`config.mk`:
```
export PLATFORM = sky130hd
export DESIGN_NAME = mem_access
export DESIGN_NICKNAME = d
export VERILOG_FILES = /design/src/rtl/type_pkg.sv /design/src/rtl/mem_align.sv /design/src/rtl/mem_access.sv
export SDC_FILE = /design/constraint.sdc
export NUM_CORES = 1
export LEC_CHECK = 0
export BUFFER_PORTS_ARGS = -buffer_cell sky130_fd_sc_hd__buf_4
export CORE_UTILIZATION = 30
export DETAILED_ROUTE_END_ITERATION = 6
export GPL_ROUTABILITY_DRIVEN = 0
export SETUP_SLACK_MARGIN = 0.2
export SLEW_MARGIN = 10
export SYNTH_ARGS = -nofsm -noshare
export SYNTH_HDL_FRONTEND = slang
export SYNTH_SLANG_ARGS = --single-unit
```
`constraint.sdc`:
```
create_clock -name clk -period 4.7 [get_ports clk]
set_input_delay 0.47 -clock clk [delete_from_list [all_inputs] [get_ports clk]]
set_output_delay 0.47 -clock clk [all_outputs]
set_load 0.02 [all_outputs]
```
`src/rtl/type_pkg.sv`:
```
`default_nettype none
// ============================================================================
// Module  : type_pkg
// Brief   : Shared types, opcode/funct3 encodings and access helpers for mem_access.
// Rev     : 1.0
// ============================================================================
package type_pkg;

    typedef logic [6:0]  opcode_t;
    typedef logic [31:0] data_t;

    localparam opcode_t    OP_LOAD  = 7'b0000011;
    localparam opcode_t    OP_STORE = 7'b0100011;

    localparam logic [2:0] F3_B  = 3'b000;
    localparam logic [2:0] F3_H  = 3'b001;
    localparam logic [2:0] F3_W  = 3'b010;
    localparam logic [2:0] F3_BU = 3'b100;
    localparam logic [2:0] F3_HU = 3'b101;

    typedef enum logic [1:0] {
        IDLE = 2'd0,
        REQ  = 2'd1,
        DONE = 2'd2
    } mem_state_t;

    // Legal funct3 for the opcode and natural alignment for the access size.
    function automatic logic access_legal(input opcode_t op, input logic [2:0] f3,
                                          input logic [1:0] a);
        logic f3_ok;
        logic aligned;
        f3_ok = 1'b0;
        if (op == OP_LOAD) begin
            f3_ok = (f3 == F3_B) || (f3 == F3_H) || (f3 == F3_W) ||
                    (f3 == F3_BU) || (f3 == F3_HU);
        end else if (op == OP_STORE) begin
            f3_ok = (f3 == F3_B) || (f3 == F3_H) || (f3 == F3_W);
        end
        case (f3[1:0])
            2'b00:   aligned = 1'b1;
            2'b01:   aligned = ~a[0];
            default: aligned = (a == 2'b00);
        endcase
        return f3_ok && aligned;
    endfunction

    function automatic logic [3:0] byte_enables(input logic [2:0] f3, input logic [1:0] a);
        case (f3[1:0])
            2'b00:   return 4'b0001 << a;
            2'b01:   return 4'b0011 << a;
            default: return 4'b1111;
        endcase
    endfunction

    // Replicating the store datum means every enabled lane already holds it.
    function automatic data_t store_lanes(input logic [2:0] f3, input data_t d);
        case (f3[1:0])
            2'b00:   return {4{d[7:0]}};
            2'b01:   return {2{d[15:0]}};
            default: return d;
        endcase
    endfunction

endpackage
`default_nettype wire

```
`src/rtl/mem_align.sv`:
```
`default_nettype none
// ============================================================================
// Module  : mem_align
// Brief   : Extracts the addressed byte/half/word from a read word and extends it.
// Rev     : 1.0
// ============================================================================
module mem_align
    import type_pkg::*;
(
    input  data_t       rdata,
    input  logic [1:0]  offset,
    input  logic [2:0]  funct3,
    output data_t       result
);

    data_t w_shifted;

    always_comb begin
        w_shifted = rdata >> {offset, 3'b000};
        case (funct3)
            F3_B:    result = {{24{w_shifted[7]}}, w_shifted[7:0]};
            F3_H:    result = {{16{w_shifted[15]}}, w_shifted[15:0]};
            F3_W:    result = w_shifted;
            F3_BU:   result = {24'h0, w_shifted[7:0]};
            F3_HU:   result = {16'h0, w_shifted[15:0]};
            default: result = '0;
        endcase
    end

endmodule
`default_nettype wire

```
`src/rtl/mem_access.sv`:
```
`default_nettype none
// ============================================================================
// Module  : mem_access
// Brief   : Load/store stage: one data-cache access per start, with align/extend.
// Rev     : 1.0
// ============================================================================
module mem_access
    import type_pkg::*;
(
    input  logic        clk,
    input  logic        rst_n,
    input  logic        start,
    input  opcode_t     opcode,
    input  logic [2:0]  funct3,
    input  data_t       alu_out,
    input  data_t       rs2_data,
    output logic        dcache_req,
    output logic        dcache_we,
    output logic [31:0] dcache_addr,
    output logic [31:0] dcache_wdata,
    output logic [3:0]  dcache_be,
    input  data_t       dcache_rdata,
    input  logic        dcache_ack,
    output data_t       dcache_out,
    output logic        done,
    output logic        busy,
    output logic        mem_err
);

    mem_state_t r_state;
    mem_state_t w_next;

    logic [2:0] r_funct3;
    data_t      r_addr;
    data_t      r_wdata;
    logic [3:0] r_be;
    logic       r_we;
    logic       r_is_load;
    logic       r_err;
    data_t      r_out;

    logic       w_is_mem;
    logic       w_legal;
    logic       w_accept;
    data_t      w_aligned;

    assign w_is_mem = (opcode == OP_LOAD) || (opcode == OP_STORE);
    assign w_legal  = access_legal(opcode, funct3, alu_out[1:0]);
    assign w_accept = (r_state == IDLE) && start;

    mem_align u_mem_align (
        .rdata  (dcache_rdata),
        .offset (r_addr[1:0]),
        .funct3 (r_funct3),
        .result (w_aligned)
    );

    always_comb begin
        w_next     = r_state;
        dcache_req = 1'b0;
        done       = 1'b0;
        busy       = 1'b0;
        mem_err    = 1'b0;
        case (r_state)
            IDLE: begin
                if (start) w_next = (w_is_mem && w_legal) ? REQ : DONE;
            end
            REQ: begin
                dcache_req = 1'b1;
                busy       = 1'b1;
                if (dcache_ack) w_next = DONE;
            end
            DONE: begin
                done    = 1'b1;
                busy    = 1'b1;
                mem_err = r_err;
                w_next  = IDLE;
            end
            default: w_next = IDLE;
        endcase
    end

    always_ff @(posedge clk) begin
        if (!rst_n) begin
            r_state   <= IDLE;
            r_funct3  <= 3'b000;
            r_addr    <= '0;
            r_wdata   <= '0;
            r_be      <= 4'b0000;
            r_we      <= 1'b0;
            r_is_load <= 1'b0;
            r_err     <= 1'b0;
            r_out     <= '0;
        end else begin
            r_state <= w_next;
            if (w_accept) begin
                r_funct3  <= funct3;
                r_addr    <= alu_out;
                r_wdata   <= store_lanes(funct3, rs2_data);
                r_be      <= byte_enables(funct3, alu_out[1:0]);
                r_we      <= (opcode == OP_STORE);
                r_is_load <= (opcode == OP_LOAD);
                r_err     <= w_is_mem && !w_legal;
                r_out     <= '0;
            end
            // Load result is latched on completion and held until the next start.
            if ((r_state == REQ) && dcache_ack && r_is_load) begin
                r_out <= w_aligned;
            end
        end
    end

    assign dcache_addr  = {r_addr[31:2], 2'b00};
    assign dcache_we    = r_we;
    assign dcache_be    = r_be;
    assign dcache_wdata = r_wdata;
    assign dcache_out   = r_out;

endmodule
`default_nettype wire

```
==> impl_metrics.py, run 1 <==
metrics = {
    "route": {
        "wl_um": 15770,
        "avgViaCountPerCell": 4.742,
        "drt_drc_violations_left": 0,
        "vias": 4927,
        "wl_per_cell_um": 15.18,
        "drt_iter0_markers": 215,
        "dr.pass1.iters": 4,
        "postRouteAntennaNets": 0,
    },
    "worst_setup_path": {
        "endpoint_kind": "flip-flop",
        "crit_fanout": 32,
        "r2r.worst_path.cells": 6,
        "crit_chain": "inv_1 -> ha_1 -> nand2_2 -> buf_4 -> or4_1 -> a21boi_0",
        "slowest_delay_ps": 530,
        "critPathLaunchType": "flip-flop",
        "critical_path_required_ps": 4980,
        "cpMaxStageDelayCell": "or4_1",
        "critPathArrivalTime_ps": 2540,
        "critical_path_class": "flip-flop to flip-flop",
    },
    "hold_path": {
        "whs_path_depth": 2,
        "hp-class": "input pin to flip-flop",
    },
    "global_route": {
        "grt_max_degree": 109,
        "grtUsageTotal_pct": 16.68,
        "grt_pass1_vias": 4677,
        "grt_antenna_before_repair": 0,
        "grt_first_pass_wirelength_um": 24420,
        "gr-total-overflow": 0,
    },
    "placed_design": {
        "place_hpwl_um": 10860,
        "dp_cells": 1023,
        "io_buffer_count": 212,
        "pre_cts_slack_ps": 2408,
    },
    "yosys": {
        "synth_cell_types": 46,
        "syn_avg_cell_area_um2": 8.279,
        "yosys_warnings": 0,
        "netlist_area_mm2": 0.005489,
        "synth-seq-cells": 108,
        "synth_top_area_share_pct": 39.39,
        "yosysTopAreaCell": "dfxtp_1",
        "synthCells": 663,
        "ys_top_cells_by_area": "dfxtp_1 39%, nand2_1 11%, a21boi_0 7.1%",
        "seq_area_frac_synth_pct": 39.39,
    },
    "sta": {
        "hold_viol": 0,
        "setup_violations": 0,
        "rsz0062_at_grt": "false",
        "fin_worst_skew_ps": 7.444,
        "fmax_mhz": 442.1,
        "tns_ps": 0,
        "drv_slew": 0,
        "fin_ws_ps": 2438,
        "worst_pin_slew_ps": 1120,
        "slew_headroom_pct": 25.23,
        "post-route-period-util_pct": 48.13,
        "min_period_ps": 2262,
    },
    "clocking": {
        "clock_latency_ps": 360,
        "clkSinkCount": 108,
        "cts.path.max_buffers": 2,
        "cts_hold_buf": 0,
        "post-cts-setup-buffer-count": 0,
        "cts_tree": "built",
        "clk_pin_slew_ps": 70,
        "ctsResizeCount": 0,
        "h-tree-depth": 3,
        "cts_buffers": 9,
        "cts_root_buffer": "clkbuf_16",
    },
    "final_layout": {
        "nNetsFinal": 918,
        "n_antenna_cell": 0,
        "drive_gt1_share_pct": 31.48,
        "fin_cells": 1039,
        "areaGrowthSynthToFinish_pct": 31.11,
    },
    "power_and_ir_drop": {
        "peakVddDrop_uv": 177.8,
        "p_per_area_mw_per_mm2": 302.3,
        "leakage_uw": 0.003163,
    },
    "floorplan": {
        "fp-row-count": 49,
        "die_w_um": 137.3,
        "io_pins": 215,
        "die_h_um": 137.3,
        "dieArea_mm2": 0.01884,
        "start_util_pct": 30.56,
        "core_region_area_mm2": 0.01796,
    },
    "flow_run": {
        "max-cap-violations": 0,
    },
    "outcome": {
        "outcome": "finished, final reports clean",
    },
}
-- layout make-up --
cell class                 count  area (µm²)
inverter                       4       15.01
multi-input combinational    467        2830
clock buffer                  11       252.7
sequential                   108        2162
fill                        1869       10770
tap                          229       286.5
clock inverter                 5       36.28
timing repair buffer         215        1614
-- report_power, final --
part / internal (µW) / switching (µW) / total (µW)
clock: 389 / 353 / 742
combinational: 196 / 245 / 441
sequential: 961 / 32.2 / 993
total: 1550 / 630 / 2180
-- Yosys cell counts (all sizes together) --
master / instances
a21oi: 34
nand2b: 3
clkbuf: 31
a22oi: 1
and2: 28
nor3: 2
nand4: 1
mux2i: 27
nand3b: 2
a311oi: 1
buf: 54
inv: 4
ha: 3
nor2: 10
dfxtp: 108
a31oi: 10
and2b: 7
a211o: 7
o2bb2ai: 7
conb: 1
a21o: 1
o21ai: 50
and4: 1
or4: 1
o21bai: 1
a21boi: 53
nor4: 1
nor2b: 12
a32oi: 8
nor4b: 1
o21a: 1
nand3: 9
nand2: 156
o211a: 16
mux2: 9
a221oi: 1
or3: 1
-- final timing paths --
kind | slack [ps] | to | start
worst max-delay path | 2440 | r_err | r_state[1]
worst min-delay path | 350 | r_state[1] | start
worst max register to register | 2440 | r_err | r_state[1]
worst min register to register | 470 | r_addr[23] | r_addr[23]
-- critical path: cells and delay by family (launching register included) --
kind                     cells  cell delay [ps]
AND/OR/NAND/NOR              2              940
buffers and inverters        2              490
flip-flops                   1              320
adder cells (fa/ha/maj)      1              250
AO/OA/AOI/OAI                1              170
-- placed cells by master (no fill, tap or decap), types with 8 or more instances in the layout --
cell,synthesis,routed
nor2_1,10,10
o211a_1,16,16
and2_1,28,27
buf_4,33,215
nor2b_1,12,12
nand3_1,8,8
mux2i_1,27,27
a21boi_0,52,52
dfxtp_1,108,108
clkbuf_16,0,9
nand2_1,156,155
mux2_2,9,9
o21ai_0,50,50
a21oi_2,8,8
a31oi_1,10,10
a21oi_1,26,26
-- cell families after synthesis --
kind of cell | count (synthesis) | synth area share (%)
simple gates | 235 | 19.85
compound gates | 191 | 23.89
flops | 108 | 39.39
buf+inv | 89 | 9.346
mux | 36 | 6.770
fa+ha+maj | 3 | 0.6839
other cells | 1 | 0.06832
-- layer usage --
metal  GRT usage (%)  wire, µm  vias to the layer above
met3           4.562      1002                       15
li1                -         -                     2515
met5               0         0                        -
met4           5.800       289                        0
met2           27.64      7463                      128
met1           20.69      7017                     2269
-- state kept, by name (all words and copies together) (netlist names) --
register and flops:
dcache_out 32, dcache_wdata 32, r_addr 32, dcache_be 4, r_funct3 3, r_state 2
dcache_we 1, r_err 1, r_is_load 1
-- per-stage QoR --
step | hold WS (ps) | area [µm²] | power [µW] | utilization [%]
2_1_floorplan | 436.3 | 5493 | 1287 | -
3_3_place_gp | 454.1 | 6908 | 1458 | 38.46
3_5_place_dp | 460.9 | 6908 | 1459 | 38.46
4_1_cts | 332.6 | 7197 | 2215 | 40.06
5_1_grt | 363.7 | 7197 | 2280 | 40.06
6_report | 354.1 | 7197 | 2176 | 40.06
(Power assumes the default switching activity.)
==> inputs of run 2 (changes only) <==
Clock period 4.7 ns to 2.05 ns, I/O delays scaled along.
==> impl_metrics.py, run 2 (synthesized netlist as in run 1, its figures left out) <==
metrics = {
    "worst_setup_path": {
        "slowest_delay_ps": 530,
        "r2r_end": "dcache_out[1]",
        "endpoint_kind": "flip-flop",
        "cp_top_family": "flip-flops",
        "critPathLaunchType": "flip-flop",
        "rr_startpoint": "r_addr[1]",
        "r2r.worst_path.cells": 5,
        "rrSetupSlack_ps": 350,
        "cpMaxStageDelayCell": "dfxtp_1",
        "critical_path_class": "flip-flop to flip-flop",
        "crit_chain": "buf_4 -> and2b_1 -> a211o_1 -> a32oi_1 -> nor2b_1",
        "critPathArrivalTime_ps": 1940,
        "crit_buf_inv": 1,
        "critical_path_required_ps": 2290,
        "crit_fanout": 21,
    },
    "sta": {
        "worst_pin_slew_ps": 543.9,
        "min_period_ps": 1702,
        "post-route-period-util_pct": 83.00,
        "fmax_mhz": 587.7,
        "drv_slew": 0,
        "fin_worst_skew_ps": 10.32,
        "slew_headroom_pct": 63.61,
        "tns_ps": 0,
        "hold_viol": 0,
        "setup_violations": 0,
        "rsz0062_at_grt": "true",
    },
    "power_and_ir_drop": {
        "peakVddDrop_uv": 511.6,
        "pwr-share-clk_pct": 38.1,
        "p_per_area_mw_per_mm2": 727.7,
        "leakage_uw": 0.003263,
        "swShare_pct": 27.76,
        "p_sw_uw": 1494,
        "pwr-share-comb_pct": 19.7,
        "seq_power_share_pct": 42.2,
        "p_int_uw": 3886,
    },
    "hold_path": {
        "hp-start": "start",
        "whs_path_depth": 2,
        "hold_end": "r_state[1]",
        "hp-class": "input pin to flip-flop",
    },
    "route": {
        "dr.pass1.iters": 4,
        "wl_um": 15960,
        "wl_per_cell_um": 15.20,
        "drt_iter0_markers": 194,
        "vias": 4985,
        "drt_drc_violations_left": 0,
        "postRouteAntennaNets": 0,
        "avgViaCountPerCell": 4.748,
    },
    "clocking": {
        "clkSinkCount": 108,
        "cts_tree": "built",
        "post-cts-setup-buffer-count": 0,
        "clock_latency_ps": 350,
        "clk_pin_slew_ps": 70,
        "cts_hold_buf": 0,
        "h-tree-depth": 3,
        "cts_buffers": 9,
        "cts.path.max_buffers": 2,
        "cts_root_buffer": "clkbuf_16",
    },
    "global_route": {
        "grt_pass1_vias": 4636,
        "gr-total-overflow": 0,
        "grt_antenna_before_repair": 0,
        "grt_max_degree": 58,
        "grtUsageTotal_pct": 16.97,
        "grt_first_pass_wirelength_um": 24780,
    },
    "floorplan": {
        "core_region_area_mm2": 0.01796,
        "io_pins": 215,
        "die_w_um": 137.3,
        "fp-row-count": 49,
        "dieArea_mm2": 0.01884,
        "die_h_um": 137.3,
        "start_util_pct": 30.56,
    },
    "placed_design": {
        "io_buffer_count": 212,
        "place_hpwl_um": 11150,
    },
    "final_layout": {
        "n_antenna_cell": 0,
        "areaGrowthSynthToFinish_pct": 34.67,
        "layout_commonest_cell": "buf_4",
        "drive_gt1_share_pct": 32.40,
        "nFillCells": 1876,
        "nNetsFinal": 929,
        "final_util_pct": 41.15,
        "layout_common_cells": "220 x buf_4, 155 x nand2_1, 108 x dfxtp_1",
    },
    "outcome": {
        "outcome": "finished, final reports clean",
    },
    "flow_run": {
        "max-cap-violations": 0,
    },
}
run 2: changes by cell type in the layout (fill, tap and decap cells not counted):
cell,previous run,this run
buf_4,215,220
buf_6,0,1
bufinv_16,0,3
inv_6,0,1
clkinv_2,1,0
clkinvlp_4,3,2
clkbuf_8,2,0
buf_12,0,4
and2_2,0,1
run 2: layout make-up:
type / count / area (µm²) / share of cell area [%]
Tap cell: 229 / 286.5 / 3.876
Clock buffer: 9 / 225.2 / 3.047
Multi-Input combinational cell: 468 / 2838 / 38.39
Inverter: 4 / 15.01 / 0.2031
Sequential cell: 108 / 2162 / 29.25
Clock inverter: 7 / 122.6 / 1.659
Timing Repair Buffer: 225 / 1743 / 23.58
run 2: how the worst max path moves through the flow:
stage | startpoint | endpoint | cells after the start
2_1_floorplan | r_state[1] | dcache_out[26] | 7
3_3_place_gp | r_state[0] | dcache_wdata[13] | 6
3_5_place_dp | r_state[1] | dcache_wdata[12] | 6
4_1_cts | r_state[0] | dcache_wdata[12] | 6
5_1_grt | r_state[0] | dcache_out[21] | 7
6_report | r_addr[1] | dcache_out[1] | 5
run 2: power by group through the flow:
stage	Sequential, µW	Clock, µW	Combinational, µW
after floorplan	2370	0	581
after global placement	2310	0	1060
after detailed placement	2320	0	1060
after CTS	2270	2110	1070
after global routing	2280	2200	1160
final	2270	2050	1060
run 2: metal layers:
layer | vias to the layer above | global-route usage [%] | wire length, µm
li1 | 2550 | - | -
met1 | 2270 | 22.26 | 7287
met2 | 142 | 26.40 | 7273
met3 | 23 | 4.489 | 1008
met4 | 0 | 6.532 | 394
met5 | - | 0 | 0
run 2: stage by stage:
stage	instance area (µm²)	hold WS, ps	setup slack, ps	cells	total power [µW]
finish	7392	100.9	348.5	1050	5379
detailed placement	7033	454.9	331.6	1033	3379
global placement	7033	452.3	383.0	1033	3377
global route	7392	94.71	185.7	1050	5646
floorplan	5493	309.9	384.2	664	2950
CTS	7381	80.38	309.5	1049	5447
run 2: what timing repair did:
action / CTS / global route
resized for setup: 0 / 1
endpoints found under the setup margin: 0 / 5
hold endpoints to repair: 0 / 0
run 2: worst register-to-register path: stages (launching register included):
cell     delay, ps
dfxtp_1        530
buf_4          330
and2b_1        220
a211o_1        250
a32oi_1        200
nor2b_1         70
==> inputs of run 3 (changes only) <==
Clock period 2.05 ns to 1.6 ns, I/O delays scaled along.
==> impl_metrics.py, run 3 (synthesized netlist as in run 1, its figures left out) <==
metrics = {
    "power_and_ir_drop": {
        "p_per_area_mw_per_mm2": 887.7,
        "peakVddDrop_uv": 594.1,
        "leakage_uw": 0.003676,
    },
    "global_route": {
        "grtUsageTotal_pct": 16.65,
        "grt_max_degree": 41,
        "gr-total-overflow": 0,
        "grt_antenna_before_repair": 0,
        "grt_first_pass_wirelength_um": 24350,
        "grt_pass1_vias": 4629,
    },
    "clocking": {
        "h-tree-depth": 3,
        "clkSinkCount": 108,
        "cts_root_buffer": "clkbuf_16",
        "clk_pin_slew_ps": 70,
        "cts_buffers": 9,
        "cts_tree": "built",
        "cts.path.max_buffers": 2,
        "clock_latency_ps": 350,
    },
    "final_layout": {
        "areaGrowthSynthToFinish_pct": 49.65,
        "design_area_mm2": 0.008214,
        "n_antenna_cell": 0,
        "nNetsFinal": 960,
        "nFillCells": 1790,
        "layout_commonest_cell": "buf_4",
        "drive_gt1_share_pct": 43.08,
        "layout_common_cells": "229 x buf_4, 136 x nand2_1, 103 x dfxtp_1",
    },
    "sta": {
        "slew_headroom_pct": 59.23,
        "rsz0062_at_grt": "true",
        "min_period_ps": 1604,
        "holdWs_ps": 51.01,
        "drv_slew": 0,
        "hold_viol": 0,
        "fin_ws_ps": -4.271,
        "fin_worst_skew_ps": 6.004,
        "worst_pin_slew_ps": 609.4,
        "setup_violations": 1,
        "post-route-period-util_pct": 100.3,
        "fmax_mhz": 623.3,
    },
    "floorplan": {
        "fp-row-count": 49,
        "die_w_um": 137.3,
        "core_region_area_mm2": 0.01796,
        "io_pins": 215,
        "die_h_um": 137.3,
        "start_util_pct": 30.56,
        "dieArea_mm2": 0.01884,
    },
    "placed_design": {
        "place_hpwl_um": 11660,
        "place_area_mm2": 0.007212,
        "io_buffer_count": 212,
    },
    "route": {
        "vias": 5258,
        "wl_um": 17480,
        "wl_met3_um": 996,
        "wl_met1_um": 7832,
        "avgViaCountPerCell": 4.864,
        "drt_drc_violations_left": 0,
        "dr_wl_met2_um": 8396,
        "dr.pass1.iters": 4,
        "drt_iter0_markers": 215,
        "wl_per_cell_um": 16.17,
        "postRouteAntennaNets": 0,
        "highest_layer": "met4",
    },
    "worst_setup_path": {
        "endpoint_kind": "flip-flop",
        "critPathArrivalTime_ps": 1880,
        "crit_fanout": 5,
        "critical_path_required_ps": 1880,
        "critical_path_class": "flip-flop to flip-flop",
        "critPathLaunchType": "flip-flop",
    },
    "flow_run": {
        "max-cap-violations": 0,
    },
    "outcome": {
        "failed_checks": "negative setup slack",
        "outcome": "finished with violations",
    },
    "hold_path": {
        "hp-class": "input pin to flip-flop",
    },
}
## run 3: per-layer routing
layer,vias up,GRT usage (%)
met5,-,0
met4,0,4.335
met3,18,4.967
met2,147,28.00
met1,2483,20.59
li1,2610,-
## run 3: layout make-up
cell class	count	area, µm²	area share, %
multi-input cells	467	3141	38.23
well taps	229	286.5	3.488
clock inverters	5	106.4	1.295
clock buffers	11	252.7	3.077
flip-flops and latches	108	2176	26.49
repair buffers	257	2232	27.17
inverters	4	20.02	0.2437
## run 3: metrics by stage
stage / setup WS [ps] / instances / setup TNS, ps / util (%) / power [µW]
after floorplan: 182.1 / 664 / 0 / - / 3802
after global placement: 135.0 / 1044 / 0 / 40.15 / 4396
after detailed placement: 98.75 / 1044 / 0 / 40.15 / 4394
after CTS: 100.4 / 1062 / 0 / 42.32 / 7099
after global routing: -56.17 / 1081 / -511.5 / 45.73 / 7599
final: -4.271 / 1081 / -4.271 / 45.73 / 7292
## run 3: repair_timing
action,CTS,global route
endpoints found under the hold margin,0,0
gates resized for setup,9,129
setup endpoints to repair,39,64
gates cloned,0,10
hold buffers,0,0
buffers inserted,2,9
pin swaps,1,54
## run 3: report_power, final
group | switching [µW] | total (µW) | leakage, µW | internal [µW]
Sequential | 84.3 | 2900 | 0.000886 | 2820
Combinational | 881 | 1720 | 0.00262 | 835
Clock | 1050 | 2670 | 0.000172 | 1620
Total | 2010 | 7290 | 0.00368 | 5280
## run 3: critical path, cell delays in order (launching register included)
cell and delay, ps:
dfxtp_2 350, inv_4 50, ha_4 170, a32oi_4 290, buf_12 180, clkbuf_16 150
and2_4 140, a21oi_1 40, a21oi_1 150
## run 3: path summary, 6_finish.rpt
| kind | endpoint | slack (ps) | cells past startpoint | startpoint |
|---|---|---|---|---|
| hold / removal | r_addr[6] | 50 | 3 | alu_out[6] |
| hold reg to reg | r_addr[16] | 450 | 2 | r_addr[16] |
| setup / recovery | dcache_out[21] | -4 | 8 | r_state[1] |
| setup reg to reg | dcache_out[21] | -4 | 8 | r_state[1] |
